File: src/rtl/can_stuff_tx.sv
// rtl/can_stuff_tx.sv - transmit-side CAN bit stuffer and bit timer
module can_stuff_tx #(
    parameter int CLKS_PER_BIT = 10,
    parameter int STUFF_RUN    = 5
) (
    input  logic       i_Clock,
    input  logic       i_Rst_n,
    input  logic       i_Bit_DV,
    input  logic       i_Bit,
    input  logic       i_Stuff_En,
    output logic       o_Bit_Ready,
    output logic       o_Tx_Serial,
    output logic       o_Stuff_Active,
    output logic       o_Busy,
    output logic [7:0] o_Stuff_Cnt
);

    localparam int CW = (CLKS_PER_BIT > 1) ? $clog2(CLKS_PER_BIT) : 1;
    localparam int RW = $clog2(STUFF_RUN + 1);
    localparam logic [CW-1:0] CNT_LAST = CW'(CLKS_PER_BIT - 1);
    localparam logic [RW-1:0] RUN_MAX  = RW'(STUFF_RUN);

    typedef enum logic [1:0] {
        IDLE  = 2'd0,
        DATA  = 2'd1,
        STUFF = 2'd2
    } state_t;

    state_t          state;
    state_t          state_next;
    logic [CW-1:0]   cnt;
    logic [RW-1:0]   run;
    logic            last;
    logic            tx;
    logic [7:0]      stuff_cnt;
    logic            bit_end;
    logic            stuff_pending;
    logic            ready;
    logic            xfer;

    // Handshake and next-state decode; ready depends only on state and counters.
    always_comb begin
        bit_end       = 1'b0;
        stuff_pending = 1'b0;
        ready         = 1'b0;
        xfer          = 1'b0;
        state_next    = state;

        bit_end       = (state != IDLE) && (cnt == CNT_LAST);
        stuff_pending = (state == DATA) && (run == RUN_MAX);
        ready         = (state == IDLE) || (bit_end && !stuff_pending);
        xfer          = i_Bit_DV && ready;

        if (xfer) begin
            state_next = DATA;
        end else if (bit_end) begin
            state_next = stuff_pending ? STUFF : IDLE;
        end
    end

    // State register.
    always_ff @(posedge i_Clock or negedge i_Rst_n) begin
        if (!i_Rst_n) begin
            state <= IDLE;
        end else begin
            state <= state_next;
        end
    end

    // Bit timer, line driver, run tracking and per-frame stuff counter.
    always_ff @(posedge i_Clock or negedge i_Rst_n) begin
        if (!i_Rst_n) begin
            cnt       <= '0;
            run       <= '0;
            last      <= 1'b1;
            tx        <= 1'b1;
            stuff_cnt <= 8'd0;
        end else if (xfer) begin
            cnt <= '0;
            tx  <= i_Bit;
            if (state == IDLE) begin
                stuff_cnt <= 8'd0;
            end
            if (i_Stuff_En) begin
                if (i_Bit == last) begin
                    run <= run + RW'(1);
                end else begin
                    run  <= RW'(1);
                    last <= i_Bit;
                end
            end else begin
                // Exempt bits break any run so they never trigger stuffing.
                run <= '0;
            end
        end else if (bit_end) begin
            cnt <= '0;
            if (stuff_pending) begin
                // The stuff bit itself starts the next run.
                tx   <= ~last;
                last <= ~last;
                run  <= RW'(1);
                if (stuff_cnt != 8'hFF) begin
                    stuff_cnt <= stuff_cnt + 8'd1;
                end
            end else begin
                tx   <= 1'b1;
                run  <= '0;
                last <= 1'b1;
            end
        end else if (state != IDLE) begin
            cnt <= cnt + CW'(1);
        end
    end

    assign o_Bit_Ready    = ready;
    assign o_Tx_Serial    = tx;
    assign o_Stuff_Active = (state == STUFF);
    assign o_Busy         = (state != IDLE);
    assign o_Stuff_Cnt    = stuff_cnt;

endmodule

File: config.mk
export PLATFORM = sky130hd
export DESIGN_NAME = can_stuff_tx
export DESIGN_NICKNAME = d
export VERILOG_FILES = /design/src/rtl/can_stuff_tx.sv
export SDC_FILE = /design/constraint.sdc
export NUM_CORES = 1
export LEC_CHECK = 0
export CAP_MARGIN = 0
export CORE_ASPECT_RATIO = 1.4
export CORE_UTILIZATION = 55
export DETAILED_ROUTE_END_ITERATION = 12
export DONT_BUFFER_PORTS = 1
export GPL_ROUTABILITY_DRIVEN = 0
export HOLD_SLACK_MARGIN = 0.03
export MAX_ROUTING_LAYER = met4
export PLACE_DENSITY = 0.83
export SYNTH_ARGS = -nofsm -noshare
export SYNTH_HDL_FRONTEND = slang
export SYNTH_SLANG_ARGS = --single-unit
File: constraint.sdc
create_clock -name i_Clock -period 1.6 [get_ports i_Clock]
set_input_delay 0.24 -clock i_Clock [delete_from_list [all_inputs] [get_ports i_Clock]]
set_output_delay 0.24 -clock i_Clock [all_outputs]
set_load 0.03 [all_outputs]
==> results of run 1 <==
critical path: cells and delay by family (launching register included):
family | cells | cell delay [ps]
AOI/OAI and AO/OA | 2 | 360
buffers and inverters | 1 | 90
DFF | 1 | 410
and+or+nand+nor | 2 | 750
adders and majority gates | 1 | 140
cell usage after synthesis, types with 2 or more instances:
| cell type | n |
|---|---|
| and3b_1 | 2 |
| o21ai_0 | 7 |
| nand2_1 | 11 |
| dfstp_2 | 2 |
| ha_1 | 5 |
| a22o_1 | 2 |
| nor3b_1 | 2 |
| nand4_1 | 2 |
| nor3_1 | 6 |
| and3_1 | 5 |
| xor2_1 | 2 |
| inv_1 | 7 |
| dfrtp_1 | 17 |
| nor2_1 | 5 |
| a211o_2 | 4 |
| nand3_1 | 4 |
metal layers:
layer	global-route usage, %	routed length [um]
met2	52.07	1937
met3	8.835	171
met4	20.48	125
met5	-	0
met1	33.33	1283
path summary, 6_finish.rpt:
| path | endpoint | slack, ps |
|---|---|---|
| min in group asynchronous | o_Stuff_Cnt[6] | 460 |
| min | last | 40 |
| max in group asynchronous | o_Stuff_Cnt[1] | 520 |
| max | o_Stuff_Cnt[6] | -210 |
| max reg2reg | o_Stuff_Cnt[6] | -210 |
| min reg2reg | last | 540 |
power by group through the flow:
stage | registers (mW) | logic [mW] | clock network, mW
final | 0.784 | 1.22 | 0.265
after CTS | 0.761 | 0.909 | 0.253
after detailed placement | 0.754 | 0.776 | 0
after global routing | 0.792 | 1.30 | 0.280
after floorplan | 0.764 | 0.472 | 0
after global placement | 0.741 | 0.730 | 0
final cells by class:
class / instances / area (um^2) / area share (%)
multi-input combinational: 87 / 775.7 / 47.69
timing repair buffer: 35 / 287.8 / 17.69
inverter: 7 / 26.28 / 1.615
clock buffer: 3 / 22.52 / 1.385
sequential: 19 / 483.0 / 29.69
clock inverter: 1 / 5.005 / 0.3077
tap: 21 / 26.28 / 1.615
what timing repair did:
item,in CTS,in global routing
gates cloned,1,0
setup buffers,7,7
endpoints found under the hold margin,19,0
pin swaps,7,12
resized for setup,16,25
hold buffers,1,0
endpoints found under the setup margin,10,17
sequential cells by signal (all words and copies together) (netlist names):
name         count
state            2
o_Stuff_Cnt      8
run              3
cnt              4
o_Tx_Serial      1
last             1
through the flow:
step	std cells	hold WS, ps
2_1_floorplan	113	-55.59
6_report	173	43.81
4_1_cts	166	52.59
3_3_place_gp	153	-55.19
5_1_grt	173	45.33
3_5_place_dp	153	-55.23
logic make-up (layout without fill, tap and decap cells):
family	Yosys count	after routing	share of synthesized area [%]
and+or+nand+nor	50	50	26.39
AOI/OAI and AO/OA	27	28	18.71
DFF	19	19	42.54
buffers and inverters	8	46	3.341
adders and majority gates	5	5	5.568
xor gates and xnor gates	2	2	1.559
muxes	2	2	1.893
==> impl_metrics.env, run 1 <==
export IMPL_status="finished, violations left"
export IMPL_violations="negative setup slack"
export IMPL_cts_sinks=19
export IMPL_layout_commonest_cell="buf_4"
export IMPL_synth_seq_area_share_pct=42.54
export IMPL_drt_pre_antenna_iters=4
export IMPL_ff2ff_path_depth=6
export IMPL_clockRootBuffer="clkbuf_4"
export IMPL_layout_common_cells="buf_4 (28), dfrtp_1 (13), nand2_1 (8)"
export IMPL_crit_slowest_cell="or4_1"
export IMPL_cp_start_kind="flop"
export IMPL_synth_largest_area_cell="dfrtp_1"
export IMPL_power_total_mw=2.273
export IMPL_syn_area_um2=1124
export IMPL_die_w_um=40.20
export IMPL_grt_usage_pct=32.81
export IMPL_p_switching_mw=0.9590
export IMPL_pwr_share_clk_pct=11.7
export IMPL_ir_drop_uv=1178
export IMPL_worst_path_max_fanout=3
export IMPL_placed_cell_area_um2=1299
export IMPL_worst_pin_slew_ps=885.3
export IMPL_start_util_pct=57.64
export IMPL_hpwl_um=1971
export IMPL_place_ws_ps=-72.52
export IMPL_cts_tree="yes"
export IMPL_cp_cell_sequence="inv_2, ha_4, nand4b_1, or4_1, o22ai_1, a21o_2"
export IMPL_cp_end_kind="flop"
export IMPL_antenna_found_initial=0
export IMPL_startpoint="run[1]"
export IMPL_setup_viol=13
export IMPL_hold_violations=0
export IMPL_cts_htree_levels=1
export IMPL_die_y_um=55.48
export IMPL_cts_max_path_buffers=2
export IMPL_pin_count=17
export IMPL_ant_nets=0
export IMPL_rows=19
export IMPL_areaGrowthSynthToFinish_pct=44.77
export IMPL_p_per_area_nw_per_um2=1398
export IMPL_skew_ps=18.93
export IMPL_synth_flop_cell="dfrtp_1"
export IMPL_syn_area_per_cell_um2=9.943
export IMPL_slew_viol_final=0
export IMPL_insertion_delay_ps=330
export IMPL_port_buffers=0
export IMPL_p_int_mw=1.314
export IMPL_design_area_um2=1627
export IMPL_final_nets=163
export IMPL_layout_min_cycle_time_ps=1805
export IMPL_grt_max_degree=20
export IMPL_combinationalPowerShare_pct=53.9
export IMPL_synth_area_leaders="dfrtp_1 (38%), ha_1 (5.6%), dfstp_2 (4.7%), nand2_1 (3.7%), a211o_2 (3.6%)"
export IMPL_max_freq_ghz=0.5540
export IMPL_synth_seq_cells=19
export IMPL_wire_per_inst_um=20.34
export IMPL_drc=0
export IMPL_fin_crit_sh_pct=112.8
export IMPL_drv_cap=0
export IMPL_tns_ps=-1285
export IMPL_max_stage_delay_ps=560
export IMPL_drtIter0Drc=51
export IMPL_r2r_start="run[1]"
export IMPL_numCtsBuffers=3
export IMPL_yosys_warnings=0
export IMPL_vias=1155
export IMPL_final_util_pct=83.44
export IMPL_diodes=0
export IMPL_nFillCells=101
export IMPL_holdCritPathClass="primary input to flop"
export IMPL_wl_um=3518
export IMPL_grt_ovfl_total=0
export IMPL_hold_depth=2
export IMPL_required_ps=1880
export IMPL_fin_ws_ps=-205.1
export IMPL_drive_gt1_share_pct=53.29
export IMPL_core_area_um2=1949
export IMPL_critPathKind="flop to flop"
export IMPL_grt_pass1_wl_um=4933
export IMPL_p_leak_nw=0.7681
export IMPL_synth_cell_types=46
export IMPL_yosysTopAreaCellShare_pct=37.86
export IMPL_clk_pin_slew_ps=130
export IMPL_grt_pass1_vias=1134
export IMPL_syn_inst=113
export IMPL_power_share_sequential_pct=34.5
export IMPL_async_flop_share_pct=100.0
export IMPL_cp_arrival_ps=2090
export IMPL_via_per_inst=6.676
export IMPL_synth_edf_count=0
export IMPL_min_delay_start="i_Bit"
export IMPL_swShare_pct=42.19
export IMPL_die_area_um2=2230
export IMPL_synth_nets=123
export IMPL_slew_headroom_pct=40.79
export IMPL_rsz0062_at_grt="yes"
Note: power is estimated with default switching activity, not from simulation.
==> inputs of run 2 (changes only) <==
--- a/config.mk
+++ b/config.mk
@@ -6,14 +6,17 @@
 export NUM_CORES = 1
 export LEC_CHECK = 0
 export CAP_MARGIN = 0
+export CELL_PAD_IN_SITES_DETAIL_PLACEMENT = 1
+export CELL_PAD_IN_SITES_GLOBAL_PLACEMENT = 1
 export CORE_ASPECT_RATIO = 1.4
-export CORE_UTILIZATION = 55
+export CORE_UTILIZATION = 42
+export CTS_BUF_LIST = sky130_fd_sc_hd__clkbuf_16
 export DETAILED_ROUTE_END_ITERATION = 12
 export DONT_BUFFER_PORTS = 1
 export GPL_ROUTABILITY_DRIVEN = 0
 export HOLD_SLACK_MARGIN = 0.03
 export MAX_ROUTING_LAYER = met4
-export PLACE_DENSITY = 0.83
+export PLACE_DENSITY = 0.82
 export SYNTH_ARGS = -nofsm -noshare
 export SYNTH_HDL_FRONTEND = slang
 export SYNTH_SLANG_ARGS = --single-unit
==> impl_metrics.env, run 2 (same netlist as run 1, synthesis figures left out) <==
export IMPL_nFillCells=268
export IMPL_layout_min_cycle_time_ps=1829
export IMPL_drv_cap=0
export IMPL_largest_reg_flops=8
export IMPL_ff2ff_path_depth=8
export IMPL_areaGrowthSynthToFinish_pct=54.45
export IMPL_port_buffers=0
export IMPL_insertion_delay_ps=260
export IMPL_status="finished, violations left"
export IMPL_slew_viol_final=0
export IMPL_cp_start_kind="flop"
export IMPL_max_stage_delay_ps=390
export IMPL_grt_ovfl_total=0
export IMPL_drive_gt1_share_pct=55.06
export IMPL_required_ps=1800
export IMPL_clk_pin_slew_ps=60
export IMPL_layout_common_cells="buf_4 (34), dfrtp_1 (13), nand2_1 (8)"
export IMPL_pin_count=17
export IMPL_grt_usage_pct=31.69
export IMPL_fin_crit_sh_pct=114.3
export IMPL_power_total_mw=2.625
export IMPL_critPathKind="flop to flop"
export IMPL_via_per_inst=6.255
export IMPL_cts_htree_levels=1
export IMPL_grt_pass1_wl_um=6354
export IMPL_grt_max_degree=20
export IMPL_clockRootBuffer="clkbuf_16"
export IMPL_drt_pre_antenna_iters=4
export IMPL_final_nets=169
export IMPL_dp_cells=170
export IMPL_setup_viol=13
export IMPL_die_y_um=63.20
export IMPL_rsz0062_at_grt="yes"
export IMPL_diodes=0
export IMPL_cts_tree="yes"
export IMPL_antenna_found_initial=0
export IMPL_violations="negative setup slack"
export IMPL_p_per_area_nw_per_um2=1513
export IMPL_worst_pin_slew_ps=895.8
export IMPL_grt_pass1_vias=1249
export IMPL_core_area_um2=2470
export IMPL_ir_drop_uv=1403
export IMPL_drc=0
export IMPL_wl_um=4804
export IMPL_ant_nets=0
export IMPL_layout_commonest_cell="buf_4"
export IMPL_whs_ps=135.9
export IMPL_numCtsBuffers=3
export IMPL_drtIter0Drc=40
export IMPL_design_area_um2=1735
export IMPL_skew_ps=4.157
export IMPL_hold_depth=2
export IMPL_cp_cell_sequence="inv_2, ha_4, nand4b_1, buf_4, a21oi_4, buf_4, and3_1, a211o_2"
export IMPL_hold_violations=0
export IMPL_crit_slowest_cell="dfrtp_1"
export IMPL_wire_per_inst_um=25.02
export IMPL_r2r_slack_ps=-230
export IMPL_p_leak_nw=0.8188
export IMPL_tns_ps=-1766
export IMPL_die_w_um=45.72
export IMPL_hpwl_um=2357
export IMPL_max_freq_ghz=0.5467
export IMPL_cp_arrival_ps=2030
export IMPL_timing_critical_path_mode_cell="buf_4"
export IMPL_placed_cell_area_um2=1345
export IMPL_register_area_um2=483.0
export IMPL_start_util_pct=45.49
export IMPL_slew_headroom_pct=40.08
export IMPL_multiInputGateArea_um2=750.7
export IMPL_cts_max_path_buffers=2
export IMPL_fin_ws_ps=-229.3
export IMPL_cp_end_kind="flop"
export IMPL_vias=1201
export IMPL_rows=21
export IMPL_worst_path_max_fanout=5
export IMPL_fin_cells=192
export IMPL_die_area_um2=2889
export IMPL_holdCritPathClass="primary input to flop"
export IMPL_cts_sinks=19
run 2: changes by cell type in the layout (fill, tap and decap cells not counted), sizes merged:
cell	previous run	this run
buf	34	41
a21oi	3	2
run 2: worst paths after layout:
path,end,start
max in group asynchronous,state[0],i_Rst_n
setup reg to reg,o_Stuff_Cnt[5],run[1]
setup / recovery,o_Stuff_Cnt[5],run[1]
hold reg to reg,last,last
hold / removal,last,i_Bit
min in group asynchronous,o_Stuff_Cnt[6],i_Rst_n
run 2: routing by layer:
metal | wire length [um] | part of all wire (%) | vias up | GRT usage, %
li1 | - | - | 519 | -
met1 | 1790 | 37 | 609 | 35.40
met2 | 2591 | 54 | 56 | 53.75
met3 | 238 | 5.0 | 17 | 4.298
met4 | 182 | 3.8 | 0 | 13.97
met5 | 0 | 0 | - | -
run 2: worst max-delay path: cells and delay by family, from the launching register on:
kind                     cells  cell delay, ps
buffers and inverters        3             500
flip-flops                   1             390
AND/OR/NAND/NOR              2             360
AO/OA/AOI/OAI                2             360
adder cells (fa/ha/maj)      1             140
run 2: report_power, final:
group	switching [mW]	internal, mW
Clock	0.202	0.336
Combinational	0.678	0.611
Sequential	0.179	0.620
Total	1.06	1.57
run 2: through the flow:
| step | setup WS (ps) | utilization, % |
|---|---|---|
| final | -229.3 | 70.26 |
| after global routing | -277.1 | 70.26 |
| after CTS | -105.2 | 64.44 |
| after detailed placement | -132.1 | 54.46 |
| after global placement | -10.06 | 54.46 |
| after floorplan | -34.73 | - |
run 2: cell type report:
type                       instances  area share [%]
inverter                           7           1.514
clock inverter                     1          0.2884
timing repair buffer              42           20.33
multi-input combinational         86           43.26
tap                               34           2.451
sequential                        19           27.83
clock buffer                       3           4.326
run 2: what timing repair did:
| item | in CTS | in global routing |
|---|---|---|
| buffers inserted | 9 | 10 |
| hold endpoints to repair | 19 | 0 |
| resized for setup | 23 | 17 |
| pin swaps | 3 | 7 |
| hold buffers | 1 | 0 |
| endpoints found under the setup margin | 14 | 16 |
